--- src/rtl/op_pkg.sv ---
// Shared frontend definitions: cacheline geometry used by the L1I arbiter, L0 and BP.
package op_pkg;

    localparam int unsigned LINE_BYTES = 64;
    localparam int unsigned LINE_BITS  = LINE_BYTES * 8;

    typedef logic [LINE_BITS-1:0] cacheline_t;

endpackage

--- src/rtl/l1i_fetch_arbiter.sv ---
// Owner of the single L1I read port: arbitrates BP demand vs. execute redirects, drains squashed responses.
// Optional next-line prefetch after each delivered demand: define L1I_NEXT_LINE_PREFETCH_EN.
module l1i_fetch_arbiter
    import op_pkg::*;
#(
    parameter int unsigned PC_WIDTH  = 64,
    parameter int unsigned CNT_WIDTH = 16
) (
    input  logic                   clk_in,
    input  logic                   rst_in,

    input  logic                   bp_req_valid,
    input  logic [PC_WIDTH-1:0]    bp_req_addr,
    output logic                   bp_req_ready,

    input  logic                   redirect_valid,
    input  logic [PC_WIDTH-1:0]    redirect_addr,

    output logic                   l1i_req_valid,
    output logic [PC_WIDTH-1:0]    l1i_req_addr,
    input  logic                   l1i_req_ready,
    input  logic                   l1i_resp_valid,
    input  logic [LINE_BITS-1:0]   l1i_resp_data,

    output logic                   bp_resp_valid,
    output logic [PC_WIDTH-1:0]    bp_resp_pc,
    output logic [LINE_BITS-1:0]   bp_resp_data,

    output logic                   l0_fill_valid,
    output logic [PC_WIDTH-1:0]    l0_fill_addr,
    output logic [LINE_BITS-1:0]   l0_fill_data,

    output logic [CNT_WIDTH-1:0]   squash_count,
    output logic                   busy
);

    localparam logic [PC_WIDTH-1:0]  LINE_MASK = ~PC_WIDTH'(LINE_BYTES - 1);
    localparam logic [CNT_WIDTH-1:0] CNT_MAX   = {CNT_WIDTH{1'b1}};

    typedef enum logic [1:0] {
        ST_IDLE,
        ST_REQ,
        ST_WAIT,
        ST_DRAIN
    } state_e;

    // Request that owns (or will own) the L1I port next.
    typedef struct packed {
        logic [PC_WIDTH-1:0] pc;
`ifdef L1I_NEXT_LINE_PREFETCH_EN
        logic                pf;
`endif
    } pend_t;

    function automatic logic [PC_WIDTH-1:0] line_of(input logic [PC_WIDTH-1:0] addr);
        return addr & LINE_MASK;
    endfunction

    state_e                 state_q;
    pend_t                  pend_q;
    logic                   bp_resp_valid_q;
    logic [PC_WIDTH-1:0]    bp_resp_pc_q;
    logic                   l0_fill_valid_q;
    logic [PC_WIDTH-1:0]    l0_fill_addr_q;
    cacheline_t             line_q;
    logic [CNT_WIDTH-1:0]   squash_q;

`ifdef L1I_NEXT_LINE_PREFETCH_EN
    logic                   pf_arm_q;
    logic [PC_WIDTH-1:0]    pf_addr_q;
`endif

    always_ff @(posedge clk_in or posedge rst_in) begin
        if (rst_in) begin
            state_q         <= ST_IDLE;
            pend_q          <= '0;
            bp_resp_valid_q <= 1'b0;
            bp_resp_pc_q    <= '0;
            l0_fill_valid_q <= 1'b0;
            l0_fill_addr_q  <= '0;
            line_q          <= '0;
            squash_q        <= '0;
`ifdef L1I_NEXT_LINE_PREFETCH_EN
            pf_arm_q        <= 1'b0;
            pf_addr_q       <= '0;
`endif
        end else begin
            bp_resp_valid_q <= 1'b0;
            l0_fill_valid_q <= 1'b0;
`ifdef L1I_NEXT_LINE_PREFETCH_EN
            pf_arm_q        <= 1'b0;
`endif
            case (state_q)
                ST_IDLE: begin
                    if (redirect_valid) begin
                        pend_q.pc <= redirect_addr;
`ifdef L1I_NEXT_LINE_PREFETCH_EN
                        pend_q.pf <= 1'b0;
`endif
                        state_q   <= ST_REQ;
                    end else if (bp_req_valid) begin
                        pend_q.pc <= bp_req_addr;
`ifdef L1I_NEXT_LINE_PREFETCH_EN
                        pend_q.pf <= 1'b0;
`endif
                        state_q   <= ST_REQ;
`ifdef L1I_NEXT_LINE_PREFETCH_EN
                    end else if (pf_arm_q) begin
                        pend_q.pc <= pf_addr_q;
                        pend_q.pf <= 1'b1;
                        state_q   <= ST_REQ;
`endif
                    end
                end

                // Address may still change until L1I accepts; after acceptance the old request is live.
                ST_REQ: begin
                    if (redirect_valid) begin
                        pend_q.pc <= redirect_addr;
`ifdef L1I_NEXT_LINE_PREFETCH_EN
                        pend_q.pf <= 1'b0;
`endif
                        state_q   <= l1i_req_ready ? ST_DRAIN : ST_REQ;
                    end else if (l1i_req_ready) begin
                        state_q   <= ST_WAIT;
                    end
                end

                ST_WAIT: begin
                    if (l1i_resp_valid && redirect_valid) begin
                        if (squash_q != CNT_MAX) squash_q <= squash_q + CNT_WIDTH'(1);
                        pend_q.pc <= redirect_addr;
`ifdef L1I_NEXT_LINE_PREFETCH_EN
                        pend_q.pf <= 1'b0;
`endif
                        state_q   <= ST_REQ;
                    end else if (l1i_resp_valid) begin
                        line_q          <= l1i_resp_data;
                        l0_fill_valid_q <= 1'b1;
                        l0_fill_addr_q  <= line_of(pend_q.pc);
`ifdef L1I_NEXT_LINE_PREFETCH_EN
                        if (!pend_q.pf) begin
                            bp_resp_valid_q <= 1'b1;
                            bp_resp_pc_q    <= pend_q.pc;
                            pf_arm_q        <= 1'b1;
                            pf_addr_q       <= line_of(pend_q.pc) + PC_WIDTH'(LINE_BYTES);
                        end
`else
                        bp_resp_valid_q <= 1'b1;
                        bp_resp_pc_q    <= pend_q.pc;
`endif
                        state_q         <= ST_IDLE;
                    end else if (redirect_valid) begin
                        pend_q.pc <= redirect_addr;
`ifdef L1I_NEXT_LINE_PREFETCH_EN
                        pend_q.pf <= 1'b0;
`endif
                        state_q   <= ST_DRAIN;
                    end
                end

                // Latest redirect wins, including one arriving with the squashed response.
                ST_DRAIN: begin
                    if (redirect_valid) begin
                        pend_q.pc <= redirect_addr;
`ifdef L1I_NEXT_LINE_PREFETCH_EN
                        pend_q.pf <= 1'b0;
`endif
                    end
                    if (l1i_resp_valid) begin
                        if (squash_q != CNT_MAX) squash_q <= squash_q + CNT_WIDTH'(1);
                        state_q <= ST_REQ;
                    end
                end

                default: state_q <= ST_IDLE;
            endcase
        end
    end

    assign bp_req_ready  = !rst_in && (state_q == ST_IDLE) && !redirect_valid;
    assign l1i_req_valid = (state_q == ST_REQ);
    assign l1i_req_addr  = line_of(pend_q.pc);
    assign busy          = (state_q != ST_IDLE);

    assign bp_resp_valid = bp_resp_valid_q;
    assign bp_resp_pc    = bp_resp_pc_q;
    assign bp_resp_data  = line_q;
    assign l0_fill_valid = l0_fill_valid_q;
    assign l0_fill_addr  = l0_fill_addr_q;
    assign l0_fill_data  = line_q;
    assign squash_count  = squash_q;

endmodule

--- config.mk ---
export PLATFORM = sky130hd
export DESIGN_NAME = l1i_fetch_arbiter
export DESIGN_NICKNAME = d
export VERILOG_FILES = /design/src/rtl/op_pkg.sv /design/src/rtl/l1i_fetch_arbiter.sv
export SDC_FILE = /design/constraint.sdc
export NUM_CORES = 2
export LEC_CHECK = 0
export CAP_MARGIN = 15
export CELL_PAD_IN_SITES_DETAIL_PLACEMENT = 1
export CELL_PAD_IN_SITES_GLOBAL_PLACEMENT = 1
export CORE_AREA = 10 10 720 722
export CTS_BUF_LIST = sky130_fd_sc_hd__clkbuf_8
export DETAILED_ROUTE_END_ITERATION = 8
export DIE_AREA = 0 0 730 732
export HOLD_SLACK_MARGIN = 0.12
export PLACE_DENSITY_LB_ADDON = 0.1
export SLEW_MARGIN = 20
export SYNTH_ARGS = -nofsm -noshare
export SYNTH_HDL_FRONTEND = slang
export SYNTH_SLANG_ARGS = --single-unit
--- constraint.sdc ---
create_clock -name clk_in -period 47.4 [get_ports clk_in]
set_clock_uncertainty 0.1 [all_clocks]
set_input_delay 7.11 -clock clk_in [delete_from_list [all_inputs] [get_ports clk_in]]
set_output_delay 7.11 -clock clk_in [all_outputs]
set_load 0.005 [all_outputs]
# [Word level (Yosys, flattened, before mapping)]
# Index checks and enable logic that the tools add are counted.
[totals] reg_bits=717 output_inout_bits=1237
[op_classes] n_addsub=1 n_eq_ne=10 mux=23 bitwise=1 reduce_logical=13
[op_table] op="64-bit two-way mux" n=5
[op_table] op="64-bit one-hot mux with 3 select lines" n=1
[op_table] op="16-bit two-way mux" n=3
[op_table] op="16-bit one-hot mux with 2 select lines" n=1
[op_table] op="2-bit two-way mux" n=9
[op_table] op="16-bit by 1-bit adder with 16-bit output (second input constant)" n=1
[op_table] op="16-bit inequality test (second input constant)" n=1
[op_table] op="2-bit one-hot mux with 4 select lines" n=1
[op_table] op="3-bit inequality test (second input constant)" n=2
[op_table] op="3-bit AND reduction" n=2
[op_table] op="2-bit == test (second input constant)" n=2
[op_table] op="2-bit inequality test (second input constant)" n=2
[op_table] op="4-bit inequality test (second input constant)" n=1
[op_table] op="4-bit AND reduction" n=1
[op_table] op="2-bit nonzero test" n=2
[op_table] op="1-bit logical AND" n=3
[op_table] op="1-bit two-way mux" n=3
[op_table] op="3-bit by 2-bit inequality test with 1-bit output (second input constant)" n=1
[op_table] op="2-bit by 1-bit == test with 1-bit output (second input constant)" n=1
[op_table] op="1-bit zero test" n=2
[op_table] op="2-bit zero test" n=1
[op_table] op="2-bit AND reduction" n=1
[op_table] op="2-bit OR reduction" n=1
[op_table] op="1-bit inverter" n=1

# [Depth between registers and ports, before layout]
[logic_depth] word_depth=4 mapped_depth=9 ltp_nobuf=6

# [Worst setup path before layout]
# OpenSTA, ideal clock, no wires.
[synth_timing] kind="input to output" startpoint="in redirect_valid" endpoint="out bp_req_ready" t_arrival_ns=7.452 t_required_ns=40.190 slack_ns=32.738 cell_stages=2 path_cell_list="buf_2 nor3_1"
[synth_via] elab_chain_cells=2
[synth_lines] item="start: declaration" line_no="l1i_fetch_arbiter.sv:16" text="input logic redirect_valid,"
[synth_lines] item="1-bit zero test" line_no="l1i_fetch_arbiter.sv:181" text="assign bp_req_ready = !rst_in && (state_q == ST_IDLE) && !redirect_valid;"
[synth_lines] item="1-bit logical AND" line_no="l1i_fetch_arbiter.sv:181"
[synth_lines] item="end: declaration" line_no="l1i_fetch_arbiter.sv:14" text="output logic bp_req_ready,"
# No other way between the ends.

# [Worst setup path after layout]
# Ends and elaborated chain as after synthesis.

==> summary.txt <==
Die
  – Cell Rows: 261
  – Initial Util: 6.01%
  – Core Region: 504,000 sq um
  – Die Y-Extent: 732 microns
  – Boundary Pins: 1,883
  – Die W: 730 microns
  – Die area: 534,000 sq um

Synthesis
  – Mapped cell area: 30,300 sq um
  – Yosys reg bits: 659
  – Cells after Synth: 3,472
  – Ys async rst share: 100%
  – Yosys cell types: 37
  – Primary FF master, synth: dfrtp_1
  – Synth top area share: 54.5%
  – Post-synth EDFFs: 0
  – Syn. warnings: 0
  – Syn_area_per_cell: 8.72 sq um
  – Area leader, netlist: dfrtp_1
  – Synth area leaders: dfrtp_1 (54%), nand2_1 (22%), buf_4 (16%), o22a_1 (1.9%), clkbuf_1 (1.8%)
  – Sequential-to-total area share from yosys stat: 54.5%

Worst setup path
  – CP dominant cell by count: clkdlybuf4s50_1
  – Critical Path Start Type: input pin
  – RR Startpoint: state_q[0]$_DFFE_PP0P_
  – Worst EP arrival: 8.98 ns
  – CP Max Fanout: 9
  – WP data required: 40.19 ns
  – Slowest stage delay, CP: 0.65 ns
  – CP Class: input pin to primary output
  – Reg2Reg Setup Slack: 42.58 ns
  – CP endpoint kind: primary output
  – Reg-to-reg endpoint: bp_resp_data[204]$_DFFE_PP0P_
  – Critical-path cell list: clkdlybuf4s50_1 -> nor3_1 -> clkdlybuf4s50_1
  – Reg2reg path depth: 10
  – Worst path slowest cell: clkdlybuf4s50_1

Run
  – Max-cap check violation count: 0

Detailed routing
  – WL met2: 141,000 microns
  – 1st-pass router iterations: 4
  – # DRC: 0
  – Vias per cell: 2.51
  – Met3 routed WL: 39,000 microns
  – Initial DRC Count: 1,349
  – Wire length per cell: 27.1 microns
  – Met1 WL: 128,000 microns
  – Highest Signal Layer: met5
  – Final WL: 316,000 microns
  – ANT nets after route: 0
  – Via count: 29,400

STA
  – Min Tclk post-route: 16.19 ns
  – Final Hold Viols: 0
  – Setup TNS: 0 ns
  – Fmax: 61.8 MHz
  – Slew Limit Fails: 0
  – Endpoints failing setup: 0
  – Max-slew headroom: 28.9%
  – RSZ-0062 raised after global routing: false
  – Measured slew at the worst slew-check pin: 1.06 ns
  – Fin crit share: 34.1%
  – Worst hold slack: 0.374 ns

Cells and area
  – Commonest cells after routing, fill and taps aside: clkdlybuf4s50_1 (1,870), nand2_1 (1,735), dfrtp_1 (659)
  – Layout cells sized above 1: 5.71%
  – Area grow syn2layout: 84.4%
  – Post-route cell area: 55,800 sq um
  – Most common cell after layout, fill and taps aside: clkdlybuf4s50_1
  – Nets: 5,412

GRT
  – Gr usage total: 11.3%
  – Number of global-route vias before repair: 31,800
  – Total grt overflow: 0
  – First-pass GRT wire length: 392,000 microns
  – Initial antenna violation count: 293
  – Largest net degree at the start of global routing: 117

Clocking
  – Post-CTS sizing: 0
  – Skew-Pair Late Insertion Delay: 0.94 ns
  – CTS tree: yes
  – Reg clk slew, reported paths: 0.06 ns
  – Hold buffers post-CTS: 0
  – Cts bufs inserted: 168
  – Clock root buffer: clkbuf_8
  – Clock sinks: 659
  – H-tree levels: 4
  – Setup Buffers After CTS: 0
  – CTS max path bufs: 4

Pwr
  – Leakage power: 23.1 nW
  – Peak supply drop: 0.0272 mV
  – PD cells: 61.7 nW/um^2

Placed design
  – Port bufs: 1,870
  – Placer Congestion: 0.721
  – Placed inst area: 52,400 sq um
  – HPWL after DPL: 267,000 microns

Hold path
  – Worst min path class: flip-flop to flip-flop
  – Hold path depth: 2
  – WHS Endpoint: bp_resp_pc[4]$_DFFE_PP0P_
  – Min-Delay Startpoint: pend_q[4]$_DFFE_PP0P_

Status
  – Run status: completed
## synthesized netlist by cell type, types with 2 or more instances
master and number:
a21oi_1 3, buf_1 13, buf_2 3, buf_4 641, clkbuf_1 145, dfrtp_1 659
ha_1 7, inv_1 7, mux2_2 4, mux2i_1 2, nand2_1 1735, nand2b_1 4
nand3_1 6, nand4_1 5, nor2_1 70, nor3_1 7, nor4_2 2, nor4b_1 3
o22a_1 65, o22ai_1 63, or4b_4 2, xor2_1 11
## registers in the layout, indices dropped and copies added, names as in the netlist
signal	flops
bp_resp_data	512
bp_resp_pc	63
l0_fill_addr	1
l0_fill_valid	1
pend_q	64
squash_count	16
state_q	2
## metal layers
layer,up-vias,track usage (%)
li1,12800,-
met1,14100,13.2
met2,1688,18.2
met3,533,6.19
met4,186,2.34
met5,-,0
## cell families (layout without fill, tap and decap cells)
group / after synthesis / in the layout / share of synthesized area [%]
AND/OR/NAND/NOR: 1842 / 1842 / 23.3
XOR/XNOR: 12 / 12 / 0.347
flip-flops: 659 / 659 / 54.5
adder cells (fa/ha/maj): 7 / 7 / 0.289
buffers and inverters: 810 / 2196 / 18.0
multiplexers: 6 / 6 / 0.215
other: 1 / 109 / 0.0124
AO/OA/AOI/OAI: 135 / 135 / 3.32
## per-stage QoR
| stage | instances | worst slack [ns] | power [mW] | util (%) |
|---|---|---|---|---|
| 4_1_cts | 11600 | 31.10 | 3.61 | 11.0 |
| 6_report | 11700 | 31.21 | 3.44 | 11.1 |
| 5_1_grt | 11600 | 31.11 | 3.70 | 11.0 |
| 2_1_floorplan | 3483 | 21.72 | 1.62 | - |
| 3_3_place_gp | 11300 | 31.09 | 2.82 | 10.4 |
| 3_5_place_dp | 11300 | 31.08 | 2.80 | 10.4 |
## report_power, final
part           switching (mW)  internal, mW  total [mW]
logic                   0.600         0.895        1.49
clock network           0.346         0.390       0.737
registers               0.409         0.802        1.21
## final cells by class
cell class | count | area [sq um]
flip-flops and latches | 659 | 16500
multi-input cells | 2014 | 8410
well taps | 6706 | 8390
clock inverters | 77 | 413
clock buffers | 203 | 2790
diodes | 97 | 243
inverters | 8 | 45.0
fillers | 59300 | 448000
repair buffers | 1908 | 19000
## critical path, delay by kind of cell
kind / cells / cell delay (ns)
and+or+nand+nor: 1 / 0.61
buffers and inverters: 2 / 1.26
## how the worst max path moves through the flow
stage                                        endpoint      startpoint  slack, ns
after global routing                     bp_req_ready  redirect_valid      31.11
after detailed placement                 bp_req_ready  redirect_valid      31.08
final                                    bp_req_ready  redirect_valid      31.21
after floorplan           bp_resp_data[0]$_DFFE_PP0P_          rst_in      21.72
after global placement                   bp_req_ready  redirect_valid      31.09
after CTS                                bp_req_ready  redirect_valid      31.10
(Power assumes the default switching activity.)
